`src/rtl/memory_store_align_if.sv`:
```
// Store-aligner bus: LSU request side plus data-memory write-beat side.
// master = request source / memory sink, slave = the aligner.
interface memory_store_align_if #(
    parameter int DATA_W = 64,
    parameter int ADDR_W = 64
);
    localparam int BYTES = DATA_W / 8;

    logic              req_valid;
    logic              req_ready;
    logic [ADDR_W-1:0] req_addr;
    logic [1:0]        req_size;
    logic [DATA_W-1:0] req_data;
    logic              req_err;

    logic              mem_valid;
    logic              mem_ready;
    logic [ADDR_W-1:0] mem_addr;
    logic [DATA_W-1:0] mem_data;
    logic [BYTES-1:0]  mem_strb;
    logic              mem_last;

    modport master (
        output req_valid, req_addr, req_size, req_data, mem_ready,
        input  req_ready, req_err, mem_valid, mem_addr, mem_data, mem_strb, mem_last
    );

    modport slave (
        input  req_valid, req_addr, req_size, req_data, mem_ready,
        output req_ready, req_err, mem_valid, mem_addr, mem_data, mem_strb, mem_last
    );
endinterface

```
`src/rtl/memory_store_align.sv`:
```
// Registered store-data aligner: shifts an LSB-justified store to its byte
// lanes, builds byte strobes and splits line-crossing stores into two beats.
module memory_store_align #(
    parameter int DATA_W = 64,
    parameter int ADDR_W = 64
) (
    input  logic                 clk,
    input  logic                 rst_n,
    memory_store_align_if.slave  bus
);
    localparam int BYTES = DATA_W / 8;
    localparam int OFF_W = $clog2(BYTES);

    localparam logic [1:0] IDLE  = 2'd0;
    localparam logic [1:0] BEAT0 = 2'd1;
    localparam logic [1:0] BEAT1 = 2'd2;

    logic [1:0]          state;
    logic [OFF_W-1:0]    off;
    logic [3:0]          n;
    logic                illegal;
    logic                split;
    logic                accept;
    logic                mem_fire;
    logic [DATA_W-1:0]   masked;
    logic [2*DATA_W-1:0] wide_data;
    logic [2*BYTES-1:0]  base_strb;
    logic [2*BYTES-1:0]  wide_strb;
    logic [ADDR_W-1:0]   base_addr;
    // Upper half of a split store, parked until beat 0 handshakes.
    logic [DATA_W-1:0]   hi_data;
    logic [BYTES-1:0]    hi_strb;

    // A new request can only enter when nothing is in flight or the final
    // beat of the current request leaves this cycle.
    assign bus.req_ready = (state == IDLE) ||
                           (bus.mem_valid && bus.mem_last && bus.mem_ready);
    assign accept   = bus.req_valid && bus.req_ready;
    assign mem_fire = bus.mem_valid && bus.mem_ready;

    // Lane placement: mask to n bytes, shift by the byte offset into a
    // double-width window whose halves become beat 0 and beat 1.
    always_comb begin
        off       = bus.req_addr[OFF_W-1:0];
        n         = 4'd1 << bus.req_size;
        illegal   = (int'(n) > BYTES);
        split     = (int'(off) + int'(n) > BYTES);
        masked    = '0;
        base_strb = '0;
        for (int i = 0; i < BYTES; i++) begin
            if (i < int'(n)) masked[8*i +: 8] = bus.req_data[8*i +: 8];
        end
        for (int i = 0; i < 2*BYTES; i++) begin
            base_strb[i] = (i < int'(n));
        end
        wide_data = {{DATA_W{1'b0}}, masked} << {off, 3'b000};
        wide_strb = base_strb << off;
        base_addr = {bus.req_addr[ADDR_W-1:OFF_W], {OFF_W{1'b0}}};
    end

    // Beat sequencer: IDLE -> BEAT0 [-> BEAT1] -> IDLE, with back-to-back
    // reload when a request is accepted on the last-beat handshake.
    always_ff @(posedge clk or negedge rst_n) begin
        if (!rst_n) begin
            state         <= IDLE;
            bus.mem_valid <= 1'b0;
            bus.mem_addr  <= '0;
            bus.mem_data  <= '0;
            bus.mem_strb  <= '0;
            bus.mem_last  <= 1'b0;
            bus.req_err   <= 1'b0;
            hi_data       <= '0;
            hi_strb       <= '0;
        end else begin
            bus.req_err <= accept && illegal;
            if (state == BEAT0 && mem_fire && !bus.mem_last) begin
                // req_ready is low here, so no request can collide with beat 1.
                state        <= BEAT1;
                bus.mem_addr <= bus.mem_addr + ADDR_W'(BYTES);
                bus.mem_data <= hi_data;
                bus.mem_strb <= hi_strb;
                bus.mem_last <= 1'b1;
            end else if (accept && !illegal) begin
                state         <= BEAT0;
                bus.mem_valid <= 1'b1;
                bus.mem_addr  <= base_addr;
                bus.mem_data  <= wide_data[DATA_W-1:0];
                bus.mem_strb  <= wide_strb[BYTES-1:0];
                bus.mem_last  <= !split;
                hi_data       <= wide_data[2*DATA_W-1:DATA_W];
                hi_strb       <= wide_strb[2*BYTES-1:BYTES];
            end else if (accept || mem_fire) begin
                // Last beat gone (or an illegal request swallowed): go idle.
                state         <= IDLE;
                bus.mem_valid <= 1'b0;
            end
        end
    end
endmodule

```
`src/flat_wrapper.sv`:
```
// flat-port wrapper written by rule: the top's interface ports become plain ports
module memory_store_align_flat 
#(
    parameter int DATA_W = 64,
    parameter int ADDR_W = 64
)
  (clk, rst_n, bus_req_valid, bus_req_addr, bus_req_size, bus_req_data, bus_mem_ready, bus_req_ready, bus_req_err, bus_mem_valid, bus_mem_addr, bus_mem_data, bus_mem_strb, bus_mem_last);
  memory_store_align_if #(.DATA_W(DATA_W), .ADDR_W(ADDR_W)) bus_i ();
  input  logic clk;
  input  logic rst_n;
  input wire logic [$bits(bus_i.req_valid)-1:0] bus_req_valid;
  input wire logic [$bits(bus_i.req_addr)-1:0] bus_req_addr;
  input wire logic [$bits(bus_i.req_size)-1:0] bus_req_size;
  input wire logic [$bits(bus_i.req_data)-1:0] bus_req_data;
  input wire logic [$bits(bus_i.mem_ready)-1:0] bus_mem_ready;
  output wire logic [$bits(bus_i.req_ready)-1:0] bus_req_ready;
  output wire logic [$bits(bus_i.req_err)-1:0] bus_req_err;
  output wire logic [$bits(bus_i.mem_valid)-1:0] bus_mem_valid;
  output wire logic [$bits(bus_i.mem_addr)-1:0] bus_mem_addr;
  output wire logic [$bits(bus_i.mem_data)-1:0] bus_mem_data;
  output wire logic [$bits(bus_i.mem_strb)-1:0] bus_mem_strb;
  output wire logic [$bits(bus_i.mem_last)-1:0] bus_mem_last;
  assign bus_i.req_valid = bus_req_valid;
  assign bus_i.req_addr = bus_req_addr;
  assign bus_i.req_size = bus_req_size;
  assign bus_i.req_data = bus_req_data;
  assign bus_i.mem_ready = bus_mem_ready;
  assign bus_req_ready = bus_i.req_ready;
  assign bus_req_err = bus_i.req_err;
  assign bus_mem_valid = bus_i.mem_valid;
  assign bus_mem_addr = bus_i.mem_addr;
  assign bus_mem_data = bus_i.mem_data;
  assign bus_mem_strb = bus_i.mem_strb;
  assign bus_mem_last = bus_i.mem_last;
  memory_store_align #(.DATA_W(DATA_W), .ADDR_W(ADDR_W)) u_core (.clk(clk), .rst_n(rst_n), .bus(bus_i));
endmodule
```
`config.mk`:
```
export PLATFORM = sky130hd
export DESIGN_NAME = memory_store_align_flat
export DESIGN_NICKNAME = d
export VERILOG_FILES = /design/src/rtl/memory_store_align_if.sv /design/src/rtl/memory_store_align.sv /design/src/flat_wrapper.sv
export SDC_FILE = /design/constraint.sdc
export NUM_CORES = 1
export LEC_CHECK = 0
export ABC_AREA = 1
export BUFFER_PORTS_ARGS = -buffer_cell sky130_fd_sc_hd__buf_4
export CAP_MARGIN = 20
export CORE_ASPECT_RATIO = 0.9
export CORE_MARGIN = 2
export CORE_UTILIZATION = 40
export DETAILED_ROUTE_END_ITERATION = 8
export SYNTH_ARGS = -nofsm -noshare
export SYNTH_HDL_FRONTEND = slang
export SYNTH_SLANG_ARGS = --single-unit
```
`constraint.sdc`:
```
create_clock -name clk -period 2.9 [get_ports clk]
set_clock_uncertainty 0.2 [all_clocks]
set_input_delay 0.145 -clock clk [delete_from_list [all_inputs] [get_ports clk]]
set_output_delay 0.145 -clock clk [all_outputs]
set_load 0.05 [all_outputs]
```
# Word level (Yosys, flattened, before mapping)
# Cells that the tools add are included.
# classes
reduce_logical	19
n_addsub	2
shift	3
n_lt_le_gt_ge	17
eq_ne	1
bitwise_logic	1
mux	21
# op_table
operator	count
64-bit 2-to-1 mux	4
64-bit by 6-bit left shift with 128-bit output	1
8-bit 2-to-1 mux	10
64-bit by 4-bit adder with 64-bit output, second input constant	1
32-bit by 5-bit greater-than comparator with 1-bit output, second input constant	1
4-bit < comparator, first input constant	7
3-bit by 4-bit < comparator with 1-bit output, first input constant	4
15-bit by 3-bit left shift with 16-bit output	1
1-bit logical AND	8
1-bit by 4-bit < comparator with 1-bit output, first input constant	2
2-bit by 4-bit < comparator with 1-bit output, first input constant	2
2-bit 2-to-1 mux	3
3-bit by 4-bit adder with 5-bit output	1
4-bit greater-than comparator, second input constant	1
1-bit 2-to-1 mux	4
2-bit AND reduction	2
2-bit nonzero test	2
1-bit by 2-bit left shift with 4-bit output, first input constant	1
1-bit logical NOT	3
3-bit nonzero test	1
2-bit by 1-bit == test with 1-bit output, second input constant	1
2-bit logical NOT	1
1-bit logical OR	2
1-bit NOT	1
# word_totals
register_bits	213
elab_cells	73
output_inout_bits	140
inputBits	134

# Logic depth before layout (Yosys ltp)
# logic_depth
depth_word	8
mapped_depth	13
depth_no_buf	12

# Worst setup path before layout
# Ideal clock, no wire load.
# synth_timing
path_type	reg2reg
from	reg u_core.bus.mem_valid
to	reg u_core.bus.mem_addr[31]
stages_incl_launch_ff	10
arrival_time_ps	1951
path_buffers	2
period_less_slack_ps	2280
path_slack_ps	620
required_time_ps	2571
setup_ps	129
cell_sequence	dfrtp_1 > nand2_1 > o22ai_4 > nand2_8 > nand2_4 > inv_2 > buf_6 > buf_6 > nand2_1 > nand3_1
# synth_via
elab_chain_len	6
word_cells_on_any_way	10
cone_classes	1 x mux; 9 x reduce/logical
# synth_rtl
element	line	rtl
start: declaration	memory_store_align_if.sv:30	output req_ready, req_err, mem_valid, mem_addr, mem_data, mem_strb, mem_last
start signal: assignment	memory_store_align.sv:66	bus.mem_valid <= 1'b0;
start signal: assignment	memory_store_align.sv:85	bus.mem_valid <= 1'b1;
start signal: assignment	memory_store_align.sv:95	bus.mem_valid <= 1'b0;
1-bit logical AND (2 in series)	memory_store_align.sv:37	(bus.mem_valid && bus.mem_last && bus.mem_ready);
1-bit logical OR	memory_store_align.sv:36	assign bus.req_ready = (state == IDLE) ||
net bus_req_ready	flat_wrapper.sv:16	output wire logic [$bits(bus_i.req_ready)-1:0] bus_req_ready;
1-bit logical AND	memory_store_align.sv:38	assign accept = bus.req_valid && bus.req_ready;
1-bit logical AND	memory_store_align.sv:83	end else if (accept && !illegal) begin
2-bit nonzero test (no source line)	-	
end signal: assignment	memory_store_align.sv:79	bus.mem_addr <= bus.mem_addr + ADDR_W'(BYTES);
end signal: assignment	memory_store_align.sv:86	bus.mem_addr <= base_addr;
end: declaration	memory_store_align_if.sv:30	
# The timed path passes the listed nets, and every way through them passes these cells.
# A chain may end at the register's enable or synchronous reset.

# Final worst setup path
# layout_timing
from	reg u_core.bus.mem_valid
to	reg u_core.bus.mem_addr[25]
# layout_via
elab_chain_len	6
word_cells_on_any_way	10
cone_classes	1 x mux; 9 x reduce/logical
# layout_rtl
element	line
1-bit logical AND (2 in series)	memory_store_align.sv:37
1-bit logical OR	memory_store_align.sv:36
1-bit logical AND	memory_store_align.sv:38
1-bit logical AND	memory_store_align.sv:83
2-bit nonzero test (no source line)	-
# Parallel ways exist; a longest one is shown, timed or not.

==> flow_summary.ini <==
[run_status]
run_status = finished with violations
failed_checks = hold timing

[finish]
nFillCells = 3162
finalNetCount = 2364
drive_above_1_share_pct = 16.5
area_growth_from_synthesis_to_final_layout_pct = 32.2
antenna_cells_inserted = 0
final-instance-count-excl-fill = 2655

[clock_network]
post-cts-setup-buffers = 0
cts-buffers-inserted = 25
clock_sink_count = 202
tritoncts = built
post_cts_repair_resize_count = 0
cts-root-buf = sky130_fd_sc_hd__clkbuf_16
clock_input_transition_at_the_sequential_cells_of_the_worst_setup_and_hold_paths_ns = 0.06
clk-insertion-delay-late_ns = 0.54
ctsHtreeMaxLevel = 1
cts-root-to-sink-buffers = 3

[floorplanning]
dieArea_um2 = 33100
io-pin-count = 274
core_area_um2 = 31100
initial_utilization_pct = 40.8
core.rowCount = 61
fp.dieH_um = 173
chipWidth_um = 192

[sta]
layout_worst_path_cycle_share_pct = 82.7
timing_max_transition_violations_final = 0
timing.max_slew.rel_slack_pct = 47.2
hold_ws_ns = -0.0222
actual_transition_at_the_worst_max_transition_pin_ns = 0.791
fin_tns_setup_ns = 0
fmax_mhz = 417
final-hold-violation-count = 6
rsz_0062_raised_after_global_routing = no
final-setup-viol-count = 0
postLayoutSetupSlackWorst_ns = 0.502
layout_min_cycle_time_ns = 2.40

[yosys]
synth_top_cells_by_area = sky130_fd_sc_hd__dfrtp_1, sky130_fd_sc_hd__nand2_1, sky130_fd_sc_hd__nand3_1
yosys.cell_count.top_type = sky130_fd_sc_hd__nand2_1
post-synth-top-area-cell = sky130_fd_sc_hd__dfrtp_1
ys_types = 40
synth_enable_flop_cells = 0
number_of_synthesized_register_bits = 202
netlist_area_um2 = 12700
avgSynthCellArea_um2 = 6.68
synth_ff_type = sky130_fd_sc_hd__dfrtp_1
synth-async-reset-ratio_pct = 100
yosys_warnings = 0
yosys.area.top_type_share_pct = 39.9
netlist_instances = 1896
synth.yosys.seq_area_share_pct = 39.9
synth.top_cells.by_count = sky130_fd_sc_hd__nand2_1, sky130_fd_sc_hd__dfrtp_1, sky130_fd_sc_hd__nor2_1

[global_route]
antenna_found_initial = 0
grt_max_degree = 81
grt-ovfl-total = 0
first_global_vias = 13500
wire_length_of_the_first_global_routing_pass_um = 79100
global_route.usage.total_pct = 30.8

[route]
drc_errors = 0
postRouteWirelength_um = 51200
dr_total_vias = 14000
routed_wire_length_per_instance_um = 19.3
detailedRoute.firstIterationViolations = 1384
postRouteAntennaNets = 0
routed_via_density = 5.29
first_pass_iteration_count_of_the_detailed_router = 8

[power]
power.share.clock_pct = 18.1
internal_power_uw = 8490
pwr-share-seq_pct = 30.5
netSwitchingPower_uw = 8840
power-per-cell-area_nw_per_um2 = 1030
combPwrFrac_pct = 51.4
total_leakage_power_uw = 0.00795
switching_share_pct = 51.0
max_vdd_drop_v = 0.000692

[critical_path]
critical-path-max-stage-delay_ns = 0.59
critPathBufInv = 3
criticalPathCategory = flip-flop to flip-flop
crit_family = buffers and inverters
timing.rr.end = u_core.bus.mem_addr[25]
cp.arrival_ns = 2.61
rr_worst_depth = 7
worstReg2RegStart = u_core.bus.mem_valid
highest_fanout_seen_on_the_critical_path = 38
r2r_slack_ns = 0.50
crit_path_cell_trace = nand2_1 > inv_1 > nand4_4 > clkinv_2 > buf_4 > o21ai_0 > nand3_1
crit_slowest_cell = sky130_fd_sc_hd__clkinv_2
timing.critical_path.from_type = flip-flop
crit_required_ns = 3.11
cp-end-kind = flip-flop

[worst_hold_path]
hp-class = primary input to asynchronous set/reset pin

[place]
post-place-cells = 2511
hpwlAfterDp_um = 37800
placement.io_buffers = 270
gp_congestion = 0.998
dp_worst_setup_slack_ns = 0.530

[run]
maxCapViolCount = 0
[metrics by stage]
| step | instance area (µm²) | util, % | total power (µW) | hold WS (ns) |
|---|---|---|---|---|
| global placement | 15000 | 48.2 | 14000 | 0.00942 |
| global route | 16800 | 53.9 | 18300 | 0.0393 |
| finish | 16800 | 53.9 | 17300 | -0.0222 |
| detailed placement | 15000 | 48.2 | 14100 | 0.0137 |
| floorplan | 12700 | - | 11000 | -0.351 |
| CTS | 16800 | 53.9 | 17400 | 0.0000767 |
[worst max-delay path by stage]
stage | from | endpoint | slack [ns] | depth (start not counted)
after floorplan | u_core.bus.mem_valid | u_core.bus.mem_addr[31] | 0.62 | 9
after global placement | u_core.bus.mem_valid | u_core.bus.mem_addr[25] | 0.56 | 7
after detailed placement | u_core.bus.mem_valid | u_core.bus.mem_addr[27] | 0.53 | 7
after CTS | u_core.bus.mem_valid | u_core.bus.mem_addr[27] | 0.50 | 7
after global routing | u_core.bus.mem_valid | u_core.bus.mem_addr[25] | 0.37 | 7
final | u_core.bus.mem_valid | u_core.bus.mem_addr[25] | 0.50 | 7
[registers in the layout, indices dropped and copies added, names as in the netlist]
register	cells
u_core.bus.mem_data	64
u_core.bus.mem_addr	61
u_core.hi_data	56
u_core.bus.mem_strb	8
u_core.hi_strb	8
u_core.state	2
u_core.bus.mem_last	1
u_core.bus.mem_valid	1
u_core.bus.req_err	1
[cell usage in the layout (no fill, tap or decap), types with 7 or more instances in the layout]
master and count:
sky130_fd_sc_hd__nand2_1 828, sky130_fd_sc_hd__nor2_2 9, sky130_fd_sc_hd__buf_4 295, sky130_fd_sc_hd__clkbuf_1 9
sky130_fd_sc_hd__nor2_1 168, sky130_fd_sc_hd__nor3_1 10, sky130_fd_sc_hd__o211ai_1 30, sky130_fd_sc_hd__dlygate4sd3_1 98
sky130_fd_sc_hd__o21ai_1 46, sky130_fd_sc_hd__nand4_1 37, sky130_fd_sc_hd__xor2_1 14, sky130_fd_sc_hd__clkbuf_16 25
sky130_fd_sc_hd__o22ai_1 9, sky130_fd_sc_hd__o21ai_0 110, sky130_fd_sc_hd__clkinv_2 7, sky130_fd_sc_hd__dfrtp_1 202
sky130_fd_sc_hd__nand3_1 131, sky130_fd_sc_hd__inv_1 127, sky130_fd_sc_hd__buf_12 7, sky130_fd_sc_hd__a22o_1 14
sky130_fd_sc_hd__a21oi_1 8
[worst reg2reg max path, stage by stage, from the launching register on]
cell and delay [ns]:
sky130_fd_sc_hd__dfrtp_1 0.40, sky130_fd_sc_hd__nand2_1 0.16, sky130_fd_sc_hd__inv_1 0.11, sky130_fd_sc_hd__nand4_4 0.08, sky130_fd_sc_hd__clkinv_2 0.59, sky130_fd_sc_hd__buf_4 0.49
sky130_fd_sc_hd__o21ai_0 0.14, sky130_fd_sc_hd__nand3_1 0.10
[layer usage]
metal | global-route usage (%) | up-vias | part of all wire (%)
li1 | - | 6746 | -
met1 | 46.5 | 6651 | 47
met2 | 43.1 | 557 | 41
met3 | 7.53 | 87 | 8.8
met4 | 8.69 | 0 | 3.2
met5 | 0 | - | 0
[timing repair]
action	CTS	global route
endpoints found under the setup margin	0	0
hold buffers	98	0
endpoints found under the hold margin	329	0
[cell type report]
type                            count  area (µm²)  area share [%]
Clock buffer                       38         714            4.26
Clock inverter                      8        93.8           0.560
Inverter                          136         513            3.06
Multi-Input combinational cell   1461        6520            38.9
Sequential cell                   202        5050            30.2
Tap cell                          409         512            3.05
Timing Repair Buffer              401        3350            20.0
[cells by family after synthesis]
| group | Yosys count | share of synthesized area (%) |
|---|---|---|
| buffers and inverters | 236 | 8.79 |
| other | 1 | 0.0296 |
| and+or+nand+nor | 1199 | 38.8 |
| AOI/OAI and AO/OA | 241 | 11.3 |
| DFF | 202 | 39.9 |
| adders and majority gates | 3 | 0.296 |
| xor gates and xnor gates | 14 | 0.968 |
[power groups by stage]
stage | Clock [µW] | Combinational [µW] | Sequential (µW)
global placement | 0 | 8750 | 5260
finish | 3130 | 8910 | 5280
CTS | 3190 | 8930 | 5260
global route | 3310 | 9570 | 5420
detailed placement | 0 | 8800 | 5280
floorplan | 0 | 3170 | 7840
No activity file was read; power rests on OpenSTA's default activity.
